File: config.mk
export PLATFORM = sky130hd
export DESIGN_NAME = colour_sequencer
export DESIGN_NICKNAME = d
export VERILOG_FILES = /design/src/rtl/simon_pkg.sv /design/src/rtl/colour_decoder.sv /design/src/rtl/colour_sequencer.sv
export SDC_FILE = /design/constraint.sdc
export NUM_CORES = 1
export LEC_CHECK = 0
export BUFFER_PORTS_ARGS = -buffer_cell sky130_fd_sc_hd__buf_2
export CORE_UTILIZATION = 45
export CTS_CLUSTER_SIZE = 40
export DETAILED_ROUTE_END_ITERATION = 8
export PLACE_DENSITY = 0.79
export SLEW_MARGIN = 10
export SYNTH_ARGS = -nofsm -noshare
export SYNTH_HDL_FRONTEND = slang
export SYNTH_SLANG_ARGS = --single-unit
export TNS_END_PERCENT = 5
File: constraint.sdc
create_clock -name flash_clk -period 3.09 [get_ports flash_clk]
set_input_delay 0.618 -clock flash_clk [delete_from_list [all_inputs] [get_ports flash_clk]]
set_output_delay 0.618 -clock flash_clk [all_outputs]
set_load 0.05 [all_outputs]
File: src/rtl/simon_pkg.sv
// Shared types and constants for the Simon Says colour pad blocks.
package simon_pkg;

    typedef enum logic [1:0] {IDLE, ON, GAP, FINISH} seq_state_t;

    localparam int DEF_NUM_COLOURS = 4;
    localparam int DEF_MAX_STEPS   = 32;

    localparam int RED    = 0;
    localparam int GREEN  = 1;
    localparam int BLUE   = 2;
    localparam int YELLOW = 3;

    // Width of a counter that must reach max(a,b)-1; never narrower than 1 bit.
    function automatic int tick_width(input int a, input int b);
        int m;
        m = (a > b) ? a : b;
        return (m > 1) ? $clog2(m) : 1;
    endfunction

endpackage

File: src/rtl/colour_decoder.sv
// Colour code to one-hot LED drive; codes outside the colour range give all-dark.
module colour_decoder #(
    parameter  int NUM_COLOURS = 4,
    localparam int CW          = $clog2(NUM_COLOURS)
) (
    input  logic [CW-1:0]          code,
    output logic [NUM_COLOURS-1:0] onehot
);

    for (genvar i = 0; i < NUM_COLOURS; i++) begin : g_bit
        assign onehot[i] = (code == CW'(i));
    end

endmodule

File: src/rtl/colour_sequencer.sv
// Simon Says playback engine: replays the stored colour sequence on start,
// otherwise mirrors the player's buttons onto the LEDs.
module colour_sequencer
    import simon_pkg::*;
#(
    parameter  int NUM_COLOURS = DEF_NUM_COLOURS,
    parameter  int MAX_STEPS   = DEF_MAX_STEPS,
    parameter  int ON_TICKS    = 25,
    parameter  int GAP_TICKS   = 10,
    localparam int CW          = $clog2(NUM_COLOURS),
    localparam int LW          = $clog2(MAX_STEPS + 1),
    localparam int IW          = (MAX_STEPS > 1) ? $clog2(MAX_STEPS) : 1
) (
    input  logic                           flash_clk,
    input  logic                           reset,
    input  logic                           start,
    input  logic [LW-1:0]                  step_count,
    input  logic [MAX_STEPS-1:0][CW-1:0]   segment,
    input  logic [NUM_COLOURS-1:0]         player_input,
    input  logic                           player_enable,
    output logic                           busy,
    output logic                           done,
    output logic [IW-1:0]                  step_idx,
    output logic [NUM_COLOURS-1:0]         disp
);

    localparam int TW = tick_width(ON_TICKS, GAP_TICKS);

    seq_state_t             state, state_d;
    logic [TW-1:0]          tick, tick_d;
    logic [LW-1:0]          len_q, len_d;
    logic [IW-1:0]          idx_d;
    logic [NUM_COLOURS-1:0] lit;
    logic [NUM_COLOURS-1:0] disp_d;
    logic                   busy_d, done_d;

    // Decode from the next step index so the LED register is lit in the same
    // edge that enters ON.
    colour_decoder #(.NUM_COLOURS(NUM_COLOURS)) u_decoder (
        .code   (segment[idx_d]),
        .onehot (lit)
    );

    always_ff @(posedge flash_clk or posedge reset) begin
        if (reset) begin
            state    <= IDLE;
            tick     <= '0;
            len_q    <= '0;
            step_idx <= '0;
            disp     <= '0;
            busy     <= 1'b0;
            done     <= 1'b0;
        end else begin
            state    <= state_d;
            tick     <= tick_d;
            len_q    <= len_d;
            step_idx <= idx_d;
            disp     <= disp_d;
            busy     <= busy_d;
            done     <= done_d;
        end
    end

    always_comb begin
        state_d = state;
        tick_d  = tick;
        len_d   = len_q;
        idx_d   = step_idx;
        case (state)
            IDLE: begin
                if (start) begin
                    len_d   = (step_count > LW'(MAX_STEPS)) ? LW'(MAX_STEPS) : step_count;
                    idx_d   = '0;
                    tick_d  = '0;
                    state_d = (len_d == '0) ? FINISH : ON;
                end
            end
            ON: begin
                if (tick == TW'(ON_TICKS - 1)) begin
                    tick_d  = '0;
                    state_d = GAP;
                end else begin
                    tick_d = tick + TW'(1);
                end
            end
            GAP: begin
                if (tick == TW'(GAP_TICKS - 1)) begin
                    tick_d = '0;
                    if (LW'(step_idx) == len_q - LW'(1)) begin
                        state_d = FINISH;
                    end else begin
                        idx_d   = step_idx + IW'(1);
                        state_d = ON;
                    end
                end else begin
                    tick_d = tick + TW'(1);
                end
            end
            FINISH:  state_d = IDLE;
            default: state_d = IDLE;
        endcase
    end

    // Outputs are registered from the next state; buttons only reach the LEDs in IDLE.
    always_comb begin
        disp_d = '0;
        case (state_d)
            IDLE:    if (player_enable) disp_d = player_input;
            ON:      disp_d = lit;
            default: disp_d = '0;
        endcase
        busy_d = (state_d == ON) || (state_d == GAP);
        done_d = (state_d == FINISH);
    end

endmodule
==> flow_summary.ini, run 1 <==
[setup_path]
worstPathRequired_ns = 3.27
r2r_start = len_q[1]$_DFFE_PP0P_
crit-reg2reg-capture = disp[2]$_DFF_PP0_
max_stage_delay_ns = 0.41
crit_type = reg2reg
crit_end = disp[2]$_DFF_PP0_
reg2reg_setup_slack_ns = -0.24
critPathMaxFanout = 7
critical-path-top-delay-family = compound AO/OA/AOI/OAI gates
startpoint = len_q[1]$_DFFE_PP0P_
arrival_ns = 3.51
critPathLaunchType = flop
end_kind = flop
worstPathCellList = inv_2, ha_4, or3b_4, a211oi_4, nand4_4, mux2_4, nor2_8, buf_12, buf_8, inv_8, nand2_2, a22oi_2, a22o_1, o32a_1, o31ai_2
critPathBufInv = 4
ff2ff_path_depth = 15
cpMaxStageDelayCell = dfrtp_1
worstSetupPathDepth = 15

[placed_design]
place_inst = 473
finalWeightedCongestion = 0.879
pre_cts_ws_ns = -0.227
numPortBuffers = 88
placed_cell_area_um2 = 3120
place_hpwl_um = 5060

[cells_and_area]
area_growth_pct = 41.7
fillCellCount = 441
drive_above_1_share_pct = 43.0
stdcell_count = 484
n_antenna_cell = 0
final_area_um2 = 3390
nets = 505
multi_input_area_um2 = 1750
ff_latch_area_um2 = 601
final_core_util_pct = 66.4

[power_and_ir_drop]
ir_worst_vdd_mv = 0.562
powerDensity_nw_per_um2 = 728
total_power_mw = 2.47
p_leak_nw = 1.63

[synthesis]
synth_area_leaders = dfrtp_1, mux2i_1, nand2_1, ha_1, o21ai_0
synth_edf_count = 0
syn_area_um2 = 2390
synth_nets = 381
ys_seq_elements = 24
synth_top_flop_cell = dfrtp_1
async_reset_ff_share_pct = 100
synth_top_cell_by_area = dfrtp_1
syn_inst = 291
syn_area_per_cell_um2 = 8.22
synthDistinctLibCells = 61
ys_warn_count = 0
synth_top_cell_area_share_pct = 25.1
ys_seq_area_share_pct = 25.1

[detailed_routing]
wl_um = 6600
drt_first_pass_iters = 5
drc_errors = 0
drtAntennaViolNets = 0
drtIter0Drc = 119
num_vias = 2638
wl_per_cell_um = 13.6
via_per_inst = 5.45

[floorplanning]
core_region_area_um2 = 5110
die_w_um = 74.9
num_rows = 26
start_util_pct = 46.8
dieHeight_um = 74.9
die-area_um2 = 5610
io_pins = 89

[clocking]
clockBufferDepth = 2
clkTransAtPathRegs_ns = 0.09
cts_buffers = 3
htree_levels = 1
cts-root-buf = clkbuf_8
clock_latency_ns = 0.27
cts_tree = built
cts_hold_buffers = 0
cts.sinks = 24

[sta]
hold_viol = 0
slew_violations = 0
period_minus_slack_ns = 3.33
setup_viol_count_final = 4
fmax_ghz = 0.301
max-slew-margin-rel_pct = 41.6
finalWorstSetupSlack_ns = -0.237
period_share_pct = 108
grt_setup_unrepaired = yes
skew_ns = 0.00323
tightestPinTransition_ns = 0.875

[worst_hold_path]
holdCritPathClass = in2async

[grt]
grt_max_degree = 28
grt_usage_pct = 22.1
grt_pass1_vias = 2267
grt_first_pass_wirelength_um = 9790
antenna_found_initial = 0
grt-ovfl-total = 0

[outcome]
status = complete, but fails checks
violations = setup timing

[flow_run]
maxCapViolCount = 0
[what timing repair did]
item | in CTS | in global routing
pin swaps | 0 | 12
hold endpoints to repair | 0 | 0
endpoints found under the setup margin | 4 | 4
gates cloned | 0 | 2
resized for setup | 3 | 35
buffers inserted | 0 | 5
[stage by stage]
step	hold slack, ns	setup TNS, ns
after floorplan	0.460	-0.167
after global placement	0.489	-0.136
after detailed placement	0.518	-0.702
after CTS	0.535	-0.701
after global routing	0.573	-1.40
final	0.524	-0.769
[cell type report]
type                       count  share of cell area, %
multi-input combinational    235                   51.5
inverter                      17                   2.47
timing repair inverter         2                  0.591
clock buffer                   4                   1.62
timing repair buffer         132                   23.5
sequential                    24                   17.7
tap                           70                   2.58
[cells by family (layout without fill, tap and decap cells)]
| group | after synthesis | count (layout) | synth area share [%] |
|---|---|---|---|
| and+or+nand+nor | 104 | 104 | 22.0 |
| buffers and inverters | 32 | 155 | 7.37 |
| DFF | 24 | 24 | 25.1 |
| AOI/OAI and AO/OA | 88 | 88 | 26.4 |
| muxes | 24 | 24 | 10.4 |
| adders and majority gates | 12 | 12 | 6.28 |
| xor gates and xnor gates | 7 | 7 | 2.56 |
[cell usage after synthesis (all sizes together) (7+ instances only)]
| master | n |
|---|---|
| a21oi | 16 |
| nand2 | 44 |
| inv | 16 |
| o21ai | 21 |
| mux2i | 21 |
| buf | 11 |
| dfrtp | 24 |
| nand2b | 7 |
| o31ai | 8 |
| nor2 | 15 |
| ha | 12 |
| nand3 | 14 |
[worst min path at each step]
stage | depth (start not counted) | start | slack [ns] | endpoint
after floorplan | 1 | tick[4]$_DFFE_PP0P_ | 0.46 | tick[4]$_DFFE_PP0P_
after global placement | 2 | len_q[1]$_DFFE_PP0P_ | 0.49 | len_q[1]$_DFFE_PP0P_
after detailed placement | 2 | len_q[1]$_DFFE_PP0P_ | 0.52 | len_q[1]$_DFFE_PP0P_
after CTS | 2 | len_q[1]$_DFFE_PP0P_ | 0.53 | len_q[1]$_DFFE_PP0P_
after global routing | 1 | tick[4]$_DFFE_PP0P_ | 0.57 | tick[4]$_DFFE_PP0P_
final | 2 | reset | 0.52 | tick[4]$_DFFE_PP0P_
[state kept, by name, summed over array words and instances (netlist names)]
name / count
done: 1
state: 2
tick: 5
disp: 4
step_idx: 5
len_q: 6
busy: 1
[cells in the final DEF, fill, tap and decap left out, types with 3 or more instances in the layout]
cell      Yosys  final
a211oi_2      1      3
o31ai_1       8      6
xnor2_1       4      4
a311oi_2      1      4
o21ai_0      21     21
nor3_1        3      3
buf_2         3     88
dfrtp_1      24     24
nor2_1       14     14
nor2b_1       5      5
nand2b_1      7      7
nand2_1      44     41
nand3_1      14     14
a21oi_1      16     11
inv_2         1      3
mux2i_1      21     21
clkbuf_8      0      4
buf_4         4     39
inv_1        14     12
ha_1         12     11
nand2_2       0      3
a22o_1        4      4
a21o_1        3      3
a21oi_2       0      4
xor2_1        3      3
[power breakdown]
group | switching [mW] | internal, mW | total [mW]
Sequential | 0.0779 | 0.407 | 0.484
Combinational | 0.997 | 0.773 | 1.77
Clock | 0.101 | 0.114 | 0.214
[per-layer routing]
metal	vias to the layer above	GRT usage [%]	share of wire (%)
li1	1315	-	-
met4	0	3.35	0.70
met5	-	0	0
met1	1243	30.4	46
met2	74	38.0	49
met3	6	2.68	4.3
(Power assumes the default switching activity.)
==> run 2, diff against run 1 <==
PLACE_DENSITY = 0.8   (was 0.79)
SYNTH_HIERARCHICAL = 1   (was not set)
==> flow_summary.ini, run 2 <==
[floorplanning]
die-area_um2 = 5330
io_pins = 89
die_w_um = 73
num_rows = 25
core_region_area_um2 = 4790
dieHeight_um = 73
start_util_pct = 47.4

[setup_path]
critPathLaunchType = flop
end_kind = flop
cpMaxStageDelayCell = dfrtp_2
worstPathCellList = buf_6, nor3_4, and3_4, o2111ai_4, buf_6, o21a_2, o211ai_2, buf_4, and4b_1, nor4_2, a32oi_1, o211ai_1, and2b_2, a32o_1
critPathBufInv = 3
max_stage_delay_ns = 0.44
worstPathRequired_ns = 3.25
crit_type = reg2reg
critical-path-top-delay-family = simple AND/OR/NAND/NOR gates
arrival_ns = 3.44
critPathMaxFanout = 5
critPathMostFrequentCell = buf_6

[synthesis]
synth_nets = 339
synth_top_flop_cell = dfrtp_1
synthTopCellsByCount = dfrtp_1, mux2i_1, nand2_1
synth_top_cell_area_share_pct = 26.5
syn_inst = 249
synth_edf_count = 0
syn_area_per_cell_um2 = 9.11
synth_top_cell_by_area = dfrtp_1
ys_warn_count = 6
syn_area_um2 = 2270
ys_seq_elements = 24
synth_area_leaders = dfrtp_1, mux2i_1, ha_1, a22oi_1, o2111ai_1
async_reset_ff_share_pct = 100
synthDistinctLibCells = 53
ys_seq_area_share_pct = 26.5

[grt]
antenna_found_initial = 0
grt_first_pass_wirelength_um = 10800
grt_max_degree = 25
grt-ovfl-total = 0
grt.met2_usage_pct = 46.0
grt_usage_pct = 26.4
grt_use_met1_pct = 33.2
busiest_layer = met2
grt_pass1_vias = 2342
grt.met3_usage_pct = 1.80

[clocking]
htree_levels = 1
cts.sinks = 24
clock_latency_ns = 0.27
cts_tree = built
clockBufferDepth = 2
cts_buffers = 3
cts_hold_buffers = 0
cts-root-buf = clkbuf_8
clkTransAtPathRegs_ns = 0.08

[detailed_routing]
wl_um = 7050
drc_errors = 0
num_vias = 2503
drt_first_pass_iters = 4
via_per_inst = 5.64
drtAntennaViolNets = 0
drtIter0Drc = 134
wl_per_cell_um = 15.9

[power_and_ir_drop]
seq_power_share_pct = 49.9
p_leak_nw = 1.81
p_sw_mw = 0.150
ir_worst_vdd_mv = 0.219
p_int_mw = 0.486
power_frac_comb_pct = 16.6
power.share.clock_pct = 33.5
p_sw_share_pct = 23.5
powerDensity_nw_per_um2 = 191

[outcome]
status = complete, but fails checks
violations = setup timing

[flow_run]
maxCapViolCount = 0

[cells_and_area]
area_growth_pct = 46.8
nets = 468
largest_register_ffs = 6
final_cell_mix = buf_2, buf_4, mux2i_1
stdcell_count = 444
n_antenna_cell = 0
final_area_um2 = 3330
drive_above_1_share_pct = 47.7
final_common_cell = buf_2
largest_register = len_q
top_regs = len_q: 6 flops, step_idx: 5 flops, tick: 5 flops

[sta]
fin_setup_tns_ns = -0.509
fmax_ghz = 0.305
grt_setup_unrepaired = yes
finalWorstSetupSlack_ns = -0.189
tightestPinTransition_ns = 0.912
setup_viol_count_final = 4
period_share_pct = 106
skew_ns = 0.00395
slew_violations = 0
max-slew-margin-rel_pct = 39.1
hold_viol = 0
period_minus_slack_ns = 3.28
holdWs_ns = 0.513

[placed_design]
place_hpwl_um = 4870
pre_cts_ws_ns = -0.225
place_inst = 425
numPortBuffers = 88
placed_cell_area_um2 = 3020
finalWeightedCongestion = 0.832

[worst_hold_path]
holdCritPathClass = reg2reg
-- run 2: layout make-up --
| type | count | area, µm² |
|---|---|---|
| Timing Repair Buffer | 134 | 862 |
| Tap cell | 67 | 83.8 |
| Sequential cell | 24 | 611 |
| Inverter | 16 | 60.1 |
| Multi-Input combinational cell | 199 | 1660 |
| Fill cell | 369 | 1460 |
| Clock buffer | 4 | 55.1 |
-- run 2: metrics by stage --
step | power (mW) | util [%]
detailed placement | 0.426 | 63.0
floorplan | 0.366 | -
CTS | 0.639 | 68.4
finish | 0.635 | 69.6
global route | 0.659 | 69.6
global placement | 0.424 | 63.0
-- run 2: timing repair --
| action | 4_1_cts | 5_1_grt |
|---|---|---|
| gates resized for setup | 23 | 8 |
| cloned | 1 | 0 |
| pin swaps | 17 | 11 |
| setup endpoints to repair | 4 | 4 |
| setup buffers | 10 | 4 |
-- run 2: path summary, 6_finish.rpt --
path / from / to / slack (ns) / depth (start not counted)
setup / recovery: len_q[1]$_DFFE_PP0P_ / disp[2]$_DFF_PP0_ / -0.19 / 14
hold / removal: tick[3]$_DFFE_PP0P_ / tick[3]$_DFFE_PP0P_ / 0.51 / 1
setup reg to reg: len_q[1]$_DFFE_PP0P_ / disp[2]$_DFF_PP0_ / -0.19 / 14
hold reg to reg: tick[3]$_DFFE_PP0P_ / tick[3]$_DFFE_PP0P_ / 0.51 / 1
max in group asynchronous: reset / step_idx[0]$_DFF_PP0_ / 1.93 / 2
min in group asynchronous: reset / tick[0]$_DFFE_PP0P_ / 0.53 / 2
-- run 2: layer usage --
metal,vias up,wire length [µm]
met5,-,0
met4,0,212
met3,20,270
met2,95,3640
met1,1196,2930
li1,1192,-
-- run 2: power by group through the flow --
stage / Clock [mW] / Combinational, mW / Sequential [mW]
detailed placement: 0 / 0.102 / 0.323
finish: 0.213 / 0.105 / 0.317
global placement: 0 / 0.100 / 0.324
floorplan: 0 / 0.0328 / 0.333
CTS: 0.218 / 0.103 / 0.317
global route: 0.227 / 0.115 / 0.318
-- run 2: cell families (layout without fill, tap and decap cells) --
logic type      count (synthesis)  count (layout)  synth area share [%]
fa+ha+maj                      12              12                  6.62
flops                          24              24                  26.5
xor+xnor                        8               8                  3.42
simple gates                   80              80                  20.2
buf+inv                        26             154                  6.34
mux                            25              25                  11.1
compound gates                 74              74                  25.9
==> run 3, diff against run 2 <==
TNS_END_PERCENT = 100   (was 5)
==> flow_summary.ini, run 3 (synthesis results as in run 2) <==
[clocking]
cts_buffers = 3
cts_tree = built
clockBufferDepth = 2
clkTransAtPathRegs_ns = 0.09
clock_latency_ns = 0.27
cts-root-buf = clkbuf_8
cts.sinks = 24
htree_levels = 1
cts_hold_buffers = 0

[power_and_ir_drop]
p_int_mw = 0.486
seq_power_share_pct = 49.6
powerDensity_nw_per_um2 = 192
power.share.clock_pct = 33.8
total_power_mw = 0.639
p_sw_mw = 0.153
power_frac_comb_pct = 16.6
ir_worst_vdd_mv = 0.220
p_sw_share_pct = 23.9
p_leak_nw = 1.80

[outcome]
status = complete, but fails checks
violations = setup timing

[placed_design]
place_hpwl_um = 4870
finalWeightedCongestion = 0.832
numPortBuffers = 88
placed_cell_area_um2 = 3020

[detailed_routing]
num_vias = 2501
via_per_inst = 5.67
drc_errors = 0
wl_per_cell_um = 16.1
drtAntennaViolNets = 0
drt_first_pass_iters = 4
wl_um = 7100
drtIter0Drc = 144

[cells_and_area]
largest_register_ffs = 6
final_cell_mix = buf_2, buf_4, mux2i_1
drive_above_1_share_pct = 47.6
final_common_cell = buf_2
largest_register = len_q
fillCellCount = 375
top_regs = len_q: 6 flops, step_idx: 5 flops, tick: 5 flops
final_area_um2 = 3340
n_antenna_cell = 0
nets = 465
area_growth_pct = 47.0

[floorplanning]
io_pins = 89
start_util_pct = 47.4
die_w_um = 73
num_rows = 25
dieHeight_um = 73
die-area_um2 = 5330
core_region_area_um2 = 4790

[sta]
finalWorstSetupSlack_ns = -0.219
period_share_pct = 107
tightestPinTransition_ns = 0.903
fin_setup_tns_ns = -0.651
skew_ns = 0.00744
fmax_ghz = 0.302
max-slew-margin-rel_pct = 39.7
grt_setup_unrepaired = yes
setup_viol_count_final = 4
period_minus_slack_ns = 3.31
hold_viol = 0
slew_violations = 0
holdWs_ns = 0.511

[grt]
grt_pass1_vias = 2362
grt_usage_pct = 26.5
grt-ovfl-total = 0
grt_max_degree = 25
antenna_found_initial = 0
grt_first_pass_wirelength_um = 10800

[setup_path]
end_kind = flop
worstPathRequired_ns = 3.25
critPathMaxFanout = 8
crit_type = reg2reg
critPathLaunchType = flop
arrival_ns = 3.47

[flow_run]
maxCapViolCount = 0

[worst_hold_path]
holdCritPathClass = reg2reg
## run 3: changes by cell type in the layout (fill, tap and decap cells not counted), sizes merged
cell / delta
buf: -3
## run 3: area by class of cell
class                           count  area [µm²]  area share (%)
Inverter                           16        60.1            1.80
Sequential cell                    24         611            18.3
Tap cell                           67        83.8            2.51
Multi-Input combinational cell    199        1680            50.4
Timing Repair Buffer              131         843            25.3
Clock buffer                        4        55.1            1.65
## run 3: worst paths after layout
kind                                      start               endpoint  slack (ns)  cells past startpoint
min reg2reg                 tick[3]$_DFFE_PP0P_    tick[3]$_DFFE_PP0P_        0.51                      1
max reg2reg                len_q[1]$_DFFE_PP0P_      disp[3]$_DFF_PP0_       -0.22                     14
min                         tick[3]$_DFFE_PP0P_    tick[3]$_DFFE_PP0P_        0.51                      1
min in group asynchronous                 reset    tick[0]$_DFFE_PP0P_        0.53                      2
max                        len_q[1]$_DFFE_PP0P_      disp[3]$_DFF_PP0_       -0.22                     14
max in group asynchronous                 reset  step_idx[4]$_DFF_PP0_        1.94                      2
## run 3: power groups by stage
stage               logic, mW  registers, mW  clock network (mW)
floorplan              0.0328          0.333                   0
global placement        0.100          0.324                   0
detailed placement      0.102          0.323                   0
CTS                     0.103          0.317               0.218
global route            0.116          0.318               0.231
finish                  0.106          0.317               0.216
## run 3: metal layers
metal	part of all wire, %	routed length (µm)	track usage [%]
met5	0	0	0
met4	2.6	187	12.0
met1	41	2870	33.5
met2	52	3670	45.7
met3	5.1	361	2.35
## run 3: repair_timing
item | CTS | global route
pin swaps | 16 | 12
gates resized for setup | 24 | 11
cloned | 1 | 0
buffers inserted | 10 | 1
endpoints found under the setup margin | 4 | 4
## run 3: through the flow
| stage | std cells | util (%) | worst slack (ns) |
|---|---|---|---|
| 3_5_place_dp | 425 | 63.0 | -0.225 |
| 4_1_cts | 440 | 68.5 | -0.136 |
| 2_1_floorplan | 249 | - | 0.00430 |
| 6_report | 441 | 69.7 | -0.219 |
| 5_1_grt | 441 | 69.7 | -0.280 |
| 3_3_place_gp | 425 | 63.0 | -0.129 |
## run 3: critical path: stages, from the launching register on
cell and delay [ns]:
dfrtp_2 0.44, buf_6 0.13, nor3_4 0.18, and3_4 0.22
o2111ai_4 0.14, buf_6 0.18, o21a_4 0.23, buf_4 0.16
o31ai_2 0.36, and4b_1 0.30, nor4_2 0.07, a32oi_1 0.19
o211ai_1 0.18, and2_2 0.21, a32o_1 0.21
